File: src/rtl/sum_disp_pkg.sv
// Shared constants for the sum display path: segment patterns, digit
// enable encodings and the refresh counter width helper.
package sum_disp_pkg;

   // Active-low {g,f,e,d,c,b,a} patterns for decimal digits 0..9.
   localparam logic [6:0] SEG_DIGIT [0:9] = '{
      7'b1000000, 7'b1111001, 7'b0100100, 7'b0110000, 7'b0011001,
      7'b0010010, 7'b0000010, 7'b1111000, 7'b0000000, 7'b0010000
   };
   localparam logic [6:0] SEG_BLANK = 7'b1111111;

   // Active-low digit enables: bit 0 drives the ones digit, bit 1 the tens.
   localparam logic [1:0] AN_ONES = 2'b10;
   localparam logic [1:0] AN_TENS = 2'b01;

   // Refresh counter width; a divide of 1 still needs a 1-bit counter.
   function automatic int cnt_width(input int div);
      return (div <= 1) ? 1 : $clog2(div);
   endfunction

endpackage

File: src/rtl/seg7_decoder.sv
// BCD digit to active-low 7-segment pattern; non-decimal codes blank.
module seg7_decoder
   import sum_disp_pkg::*;
(
   input  logic [3:0] digit_i,
   output logic [6:0] seg_o
);

   // Table lookup, defaulting to blank for codes 10..15.
   always_comb begin
      seg_o = SEG_BLANK;
      for (int i = 0; i < 10; i++) begin
         if (digit_i == 4'(i)) seg_o = SEG_DIGIT[i];
      end
   end

endmodule

File: src/rtl/sum_7seg_driver.sv
// Holds the adder result on LOAD and shows it as two multiplexed decimal
// digits on a common-anode display, with the carry on OVF.
module sum_7seg_driver
   import sum_disp_pkg::*;
#(
   parameter int REFRESH_DIV = 50000,
   parameter bit BLANK_LZ    = 1'b1
) (
   input  logic       CLK,
   input  logic       RST_N,
   input  logic [4:0] SUM,
   input  logic       LOAD,
   output logic [6:0] SEG,
   output logic [1:0] AN,
   output logic       OVF
);

   localparam int            CW       = cnt_width(REFRESH_DIV);
   localparam logic [CW-1:0] CNT_LAST = CW'(REFRESH_DIV - 1);

   logic [4:0]    val_q;
   logic [CW-1:0] cnt_q, cnt_d;
   logic          sel_q, sel_d;
   logic [6:0]    seg_q, seg_d;
   logic [1:0]    an_q, an_d;
   logic          ovf_q;

   logic [3:0]    tens, ones, digit;
   logic [6:0]    dec_seg;
   logic          wrap;

   // Binary to two decimal digits by range compare; val never exceeds 31.
   always_comb begin
      tens = 4'd0;
      ones = val_q[3:0];
      if (val_q >= 5'd30) begin
         tens = 4'd3;
         ones = 4'(val_q - 5'd30);
      end else if (val_q >= 5'd20) begin
         tens = 4'd2;
         ones = 4'(val_q - 5'd20);
      end else if (val_q >= 5'd10) begin
         tens = 4'd1;
         ones = 4'(val_q - 5'd10);
      end
   end

   // One shared decoder fed by whichever digit is currently selected.
   assign digit = sel_q ? tens : ones;

   seg7_decoder u_dec (
      .digit_i (digit),
      .seg_o   (dec_seg)
   );

   // Next-state for refresh timing and the output stage.
   always_comb begin
      wrap  = (cnt_q == CNT_LAST);
      cnt_d = wrap ? '0 : cnt_q + 1'b1;
      sel_d = sel_q ^ wrap;
      an_d  = sel_q ? AN_TENS : AN_ONES;
      seg_d = dec_seg;
      if (sel_q && BLANK_LZ && (val_q < 5'd10)) seg_d = SEG_BLANK;
   end

   // Hold register: last LOAD wins, otherwise keep the value.
   always_ff @(posedge CLK or negedge RST_N) begin
      if (!RST_N)    val_q <= '0;
      else if (LOAD) val_q <= SUM;
   end

   // Refresh counter and digit select; select flips on the wrap edge.
   always_ff @(posedge CLK or negedge RST_N) begin
      if (!RST_N) begin
         cnt_q <= '0;
         sel_q <= 1'b0;
      end else begin
         cnt_q <= cnt_d;
         sel_q <= sel_d;
      end
   end

   // Output registers: AN and SEG come from the same sel, so they never mix.
   always_ff @(posedge CLK or negedge RST_N) begin
      if (!RST_N) begin
         seg_q <= SEG_DIGIT[0];
         an_q  <= AN_ONES;
         ovf_q <= 1'b0;
      end else begin
         seg_q <= seg_d;
         an_q  <= an_d;
         ovf_q <= val_q[4];
      end
   end

   assign SEG = seg_q;
   assign AN  = an_q;
   assign OVF = ovf_q;

endmodule

File: config.mk
export PLATFORM = sky130hd
export DESIGN_NAME = sum_7seg_driver
export DESIGN_NICKNAME = d
export VERILOG_FILES = /design/src/rtl/sum_disp_pkg.sv /design/src/rtl/seg7_decoder.sv /design/src/rtl/sum_7seg_driver.sv
export SDC_FILE = /design/constraint.sdc
export NUM_CORES = 1
export LEC_CHECK = 0
export BUFFER_PORTS_ARGS = -buffer_cell sky130_fd_sc_hd__buf_4
export CAP_MARGIN = 40
export CORE_ASPECT_RATIO = 0.7
export CORE_MARGIN = 2
export CORE_UTILIZATION = 37
export DETAILED_ROUTE_END_ITERATION = 6
export PLACE_DENSITY = 0.61
export SLEW_MARGIN = 20
export SYNTH_ARGS = -nofsm -noshare
export SYNTH_HDL_FRONTEND = slang
export SYNTH_SLANG_ARGS = --single-unit
File: constraint.sdc
create_clock -name CLK -period 2.4 [get_ports CLK]
set_input_delay 0.12 -clock CLK [delete_from_list [all_inputs] [get_ports CLK]]
set_output_delay 0.12 -clock CLK [all_outputs]
set_load 0.005 [all_outputs]
-- After elaboration in Yosys (flattened, before gate mapping)
Cells that the tools add are included.
- flip-flop bits (word level): 32
- latch bits: 0
- memory bits (writable): 0
- ROM bits: 0
- memories kept: 0
- add/sub/neg operators: 4
- multipliers: 0
- divide/modulo/power cells: 0
- $lt $le $gt $ge: 4
- equality and inequality tests: 10
- shifts and indexed selects: 0
- mux-type cells: 20
- bitwise operators: 1
- reductions and logical operators: 2
- operator list (cell ; number):
    $mux W7 ; 9
    $mux W4 ; 6
    $add A16 B1 Y16 const B ; 1
    $eq A16 B16 Y1 const B ; 1
    $eq A4 B3 Y1 const B ; 4
    $mux W16 ; 1
    $mux W6 ; 2
    $ge A5 B5 Y1 const B ; 2
    $eq A4 B2 Y1 const B ; 2
    $eq A4 B4 Y1 const B ; 2
    $sub A4 B4 Y4 const B ; 2
    $ge A5 B4 Y1 const B ; 1
    $lt A5 B4 Y1 const B ; 1
    $eq A4 B1 Y1 const B ; 1
    $logic_not A4 Y1 ; 1
    $sub A4 B3 Y4 const B ; 1
    $mux W2 ; 1
    $logic_and A1 B1 Y1 ; 1
    $mux W1 ; 1
    $xor A1 B1 Y1 ; 1

-- Logic depth before layout (Yosys ltp)
- depth in word-level cells: 17
- depth in mapped cells: 8

-- By module
From an unflattened synthesis, not the netlist that was laid out.
- cells, all modules: 175
- area, all modules: 1752.9 sq um
- modules (own cells, without submodules) (module ; instances ; cells an instance ; area an instance (sq um) ; sequential area each (sq um)):
    sum_7seg_driver ; 1 ; 151 ; 1604.0 ; 803.3
    seg7_decoder ; 1 ; 24 ; 148.9 ; 0.0

-- Worst setup path before layout
No wires, ideal clock.
- kind: flip-flop to flip-flop
- start point: register val_q[1]
- end point: register seg_q[6], in the netlist SEG[6]
- library setup time: 0.068 ns
- arrival: 2.043 ns
- data required time: 2.332 ns
- setup slack: 0.289 ns
- stages on the path, launching flop included: 9
- buffers on the path: 0
- clock period less this slack: 2.111 ns
- cells stage by stage: dfrtp_1 > inv_1 > ha_1 > inv_2 > o2111a_1 > a311o_1 > o21ai_2 > mux2_4 > a21oi_2
- cells in the longest elaborated chain, start to end: 15
- elaborated cells between the ends (all ways): 32
- ends and longest elaborated chain (what ; line ; RTL):
    start, declared ; sum_7seg_driver.sv:21 ; logic [4:0] val_q;
    start signal, assigned ; sum_7seg_driver.sv:68 ; if (!RST_N) val_q <= '0;
    start signal, assigned ; sum_7seg_driver.sv:69 ; else if (LOAD) val_q <= SUM;
    $sub A4 B4 Y4 / $ge A5 B4 Y1 (equally long branches) ; sum_7seg_driver.sv:44, sum_7seg_driver.sv:42 ;
    $mux W4 / $mux W1 (equally long branches) ; sum_7seg_driver.sv:42 ; end else if (val_q >= 5'd10) begin
    $mux W4 ; sum_7seg_driver.sv:39 ; end else if (val_q >= 5'd20) begin
    $mux W4 ; sum_7seg_driver.sv:36 ; if (val_q >= 5'd30) begin
    $mux W4 ; sum_7seg_driver.sv:49 ; assign digit = sel_q ? tens : ones;
    $eq A4 B2 Y1 ; seg7_decoder.sv:13 ; if (digit_i == 4'(i)) seg_o = SEG_DIGIT[i];
    $mux W7 (8 in a row) ; seg7_decoder.sv:13 ;
    $mux W7 (*) ; sum_7seg_driver.sv:63 ; if (sel_q && BLANK_LZ && (val_q < 5'd10)) seg_d = SEG_BLANK;
    via seg_d[6] ; sum_7seg_driver.sv:24 ; logic [6:0] seg_q, seg_d;
    end signal, assigned ; sum_7seg_driver.sv:86 ; seg_q <= SEG_DIGIT[0];
    end signal, assigned ; sum_7seg_driver.sv:90 ; seg_q <= seg_d;
    end, declared ; sum_7seg_driver.sv:24 ;
Mark *: on every way through the listed nets, which the timed path passes. The rest lies on a longest branch.
A chain may end at the register's enable or synchronous reset.

-- Worst setup path after layout
- start point: register val_q[2]
- end point: register seg_q[3], in the netlist SEG[3]
- cells in the longest elaborated chain, start to end: 17
- elaborated cells between the ends (all ways): 36
- ends and longest elaborated chain (what ; line):
    $sub A4 B4 Y4 / $ge A5 B4 Y1 (equally long branches) ; sum_7seg_driver.sv:44, sum_7seg_driver.sv:42
    $mux W4 / $mux W1 (equally long branches) ; sum_7seg_driver.sv:42
    $mux W4 ; sum_7seg_driver.sv:39
    $mux W4 ; sum_7seg_driver.sv:36
    $mux W4 ; sum_7seg_driver.sv:49
    $logic_not A4 Y1 ; seg7_decoder.sv:13
    $mux W6 (2 in a row) ; seg7_decoder.sv:13
    $mux W7 (8 in a row) ; seg7_decoder.sv:13
    $mux W7 (*) ; sum_7seg_driver.sv:63
    via seg_d[3] ; sum_7seg_driver.sv:24
Marks and branches as above.

==> summary.txt <==
Layout
  – Layout area overhead: 19.10%
  – Share of cells above drive strength 1: 0.2864
  – Commonest non-fill, non-tap cell in the layout: dfrtp_1
  – Ant. Diodes: 0
  – Net count reported at finish: 212
  – # fillers: 461
  – Most frequent cells in the layout: dfrtp_1, buf_4, nor2_1, nand2_1, nand3_1

Setup path
  – Worst endpoint data arrival time: 2450 ps
  – R2r setup slk: 170 ps
  – Max stage delay on crit path: 480 ps
  – CP endpoint kind: register
  – Critical R2R Capture: SEG[3]$_DFF_PN0_
  – Critical-path top delay cell: dfrtp_1
  – WP data required: 2610 ps
  – CP startpoint kind: register
  – Reg-to-Reg Start: val_q[2]$_DFFE_PN0P_
  – CP Max Fanout: 8
  – Reg2reg path depth: 8
  – Critical-path cell list: inv_1 -> ha_1 -> nor2b_1 -> o2111a_1 -> a311o_1 -> o21a_2 -> or2_2 -> o211ai_2
  – Setup CP Type: reg2reg

Timing
  – Setup Skew: 11.18 ps
  – RSZ-0062 raised after global routing: false
  – Slew Viols, Final: 0
  – TNS Setup: 0 ps
  – Final-report hold violation count: 0
  – Least-Margin Pin Slew: 489.0 ps
  – Max Fclk: 0.4480 GHz
  – Max-slew headroom: 0.6715
  – Part of the cycle the worst path needs: 0.9301
  – Final setup fails: 0
  – Min Tclk post-route: 2232 ps

GRT
  – Largest net degree at the start of global routing: 33
  – Vias in the first global route: 1248
  – Initial antenna violation count: 0
  – All-Layer GR Usage: 0.1401
  – Aggregate global routing overflow: 0
  – First-pass GRT wire length: 5982 µm

Floorplan
  – Die width: 87.70 µm
  – Total core area: 4756 µm²
  – Die Ht: 62.59 µm
  – Total I/O pin count: 18
  – Die area: 5488 µm²
  – Row count: 21
  – Starting Density: 0.3815

Yosys
  – Mapped Cells: 172
  – Post-synthesis cell type count: 53
  – Avg Cell Area, Syn: 10.55 µm²
  – Syn Std Cell Area: 1814 µm²
  – Post-synth EDFFs: 0
  – FFs w/ async S/R, synth: 1.000
  – Prevailing post-synth register cell: dfrtp_1
  – Post-synth net total: 186
  – Synth top area share: 0.4138
  – Post-synth top area cell: dfrtp_1
  – Seq/Total Area, Yosys: 0.4428
  – YS warnings: 0
  – Top cells by area, synth: dfrtp_1, ha_1, xnor2_1
  – Register bit total from synthesis: 32

Placement
  – DP HPWL: 2543 µm
  – Placer congestion estimate: 0.8626
  – Buffers on Ports: 17

Clock tree
  – Clock Sinks: 32
  – Setup Fix Bufs, Post-CTS: 0
  – CTS tree: done
  – Clock Pin Slew Worst Setup and Hold Paths: 70 ps
  – Clock Tree Buf Depth: 2
  – Depth of the CTS H-tree: 2
  – Worst-Skew Late Latency: 290 ps
  – TritonCTS Buffers: 5
  – Root buffer cell: clkbuf_8

Power
  – Pwr Total: 1477 µW
  – Worst VDD drop: 252.4 µV
  – Leakage power: 0.0009723 µW
  – Power Density: 683.7 nW/µm²

Route
  – Initial DRC Count: 69
  – DR vias: 1287
  – Routed Antenna Nets: 0
  – Mean routed wirelength per cell: 12.67 µm
  – Pre-antenna DRT Iters: 4
  – Final wirelength: 3395 µm
  – DRC Markers: 0
  – Via density: 4.802

Worst hold path
  – Type of the tightest min-delay check: in2reg
  – HP Start: SUM[4]
  – Hold path cells: 3
  – Hold Path End: val_q[4]$_DFFE_PN0P_

Status
  – Status: finished clean

Flow run
  – Max_cap viols: 0
## cell type report
type,count,area (µm²),area share
multi-input cells,128,950.9,0.4401
flip-flops and latches,32,803.3,0.3717
repair buffers,24,182.7,0.08454
well taps,69,86.33,0.03995
clock buffers,5,68.82,0.03185
clock inverters,3,42.54,0.01969
inverters,7,26.28,0.01216
## synth_stat cells (2+ instances only)
library cell,instances
o211a_1,3
buf_6,2
nor2b_1,3
nor3_1,4
o21ai_0,5
xor2_1,8
nor4_2,2
clkbuf_1,2
inv_2,2
o31ai_1,4
a21oi_1,4
dfstp_2,2
and3_1,3
xnor2_1,8
mux2_2,2
nor2_1,14
inv_1,4
nand3_1,10
or2_2,2
nand4_1,4
o2111ai_1,3
ha_1,6
and2_1,2
dfrtp_1,30
o21ai_1,4
nand2_1,11
o21a_1,2
## per-layer routing
| metal | routed length (µm) | vias up | GRT usage |
|---|---|---|---|
| met5 | 0 | - | 0 |
| met2 | 1312 | 30 | 0.1714 |
| met3 | 137 | 5 | 0.04491 |
| met4 | 51 | 0 | 0.05962 |
| li1 | - | 674 | - |
| met1 | 1893 | 578 | 0.2190 |
## power by group
group / switching [µW] / internal (µW) / total, µW
Sequential: 23.6 / 592 / 615
Combinational: 173 / 183 / 356
Clock: 199 / 307 / 506
## per-stage QoR
| stage | std cells | utilization | area (µm²) | hold WS, ps | setup slack, ps |
|---|---|---|---|---|---|
| 2_1_floorplan | 172 | - | 1814 | -175.6 | 288.6 |
| 3_3_place_gp | 259 | 0.4280 | 2036 | 76.64 | 132.5 |
| 3_5_place_dp | 259 | 0.4280 | 2036 | 70.32 | 120.5 |
| 4_1_cts | 268 | 0.4536 | 2157 | 36.76 | 116.5 |
| 5_1_grt | 268 | 0.4544 | 2161 | 66.54 | 32.58 |
| 6_report | 268 | 0.4544 | 2161 | 43.21 | 167.8 |
## state kept, by name, summed over array words and instances (netlist names)
register  cells
AN            2
OVF           1
SEG           7
cnt_q        16
sel_q         1
val_q         5
## how the worst max path moves through the flow
stage                               startpoint          endpoint  cells past startpoint
after floorplan           val_q[1]$_DFFE_PN0P_  SEG[6]$_DFF_PN1_                      8
after global placement    val_q[1]$_DFFE_PN0P_  SEG[3]$_DFF_PN0_                      9
after detailed placement  val_q[1]$_DFFE_PN0P_  SEG[3]$_DFF_PN0_                      8
after CTS                 val_q[1]$_DFFE_PN0P_  SEG[0]$_DFF_PN0_                      8
after global routing      val_q[2]$_DFFE_PN0P_  SEG[5]$_DFF_PN0_                      8
final                     val_q[2]$_DFFE_PN0P_  SEG[3]$_DFF_PN0_                      8
## critical path, delay by kind of cell, from the launching register on
kind / cells / cell delay, ps
compound gates: 4 / 920
fa+ha+maj: 1 / 190
buf+inv: 1 / 120
flops: 1 / 480
simple gates: 2 / 460
## logic make-up after synthesis
group,synth area share
multiplexers,0.02069
adder cells (fa/ha/maj),0.04138
buffers and inverters,0.03517
XOR/XNOR,0.07724
AO/OA/AOI/OAI,0.1904
flip-flops,0.4428
AND/OR/NAND/NOR,0.1924
## what timing repair did
action / CTS / global route
endpoints found under the setup margin: 0 / 3
hold buffers: 1 / 0
resized for setup: 0 / 3
hold endpoints to repair: 30 / 0
Note: power is estimated with default switching activity, not from simulation.
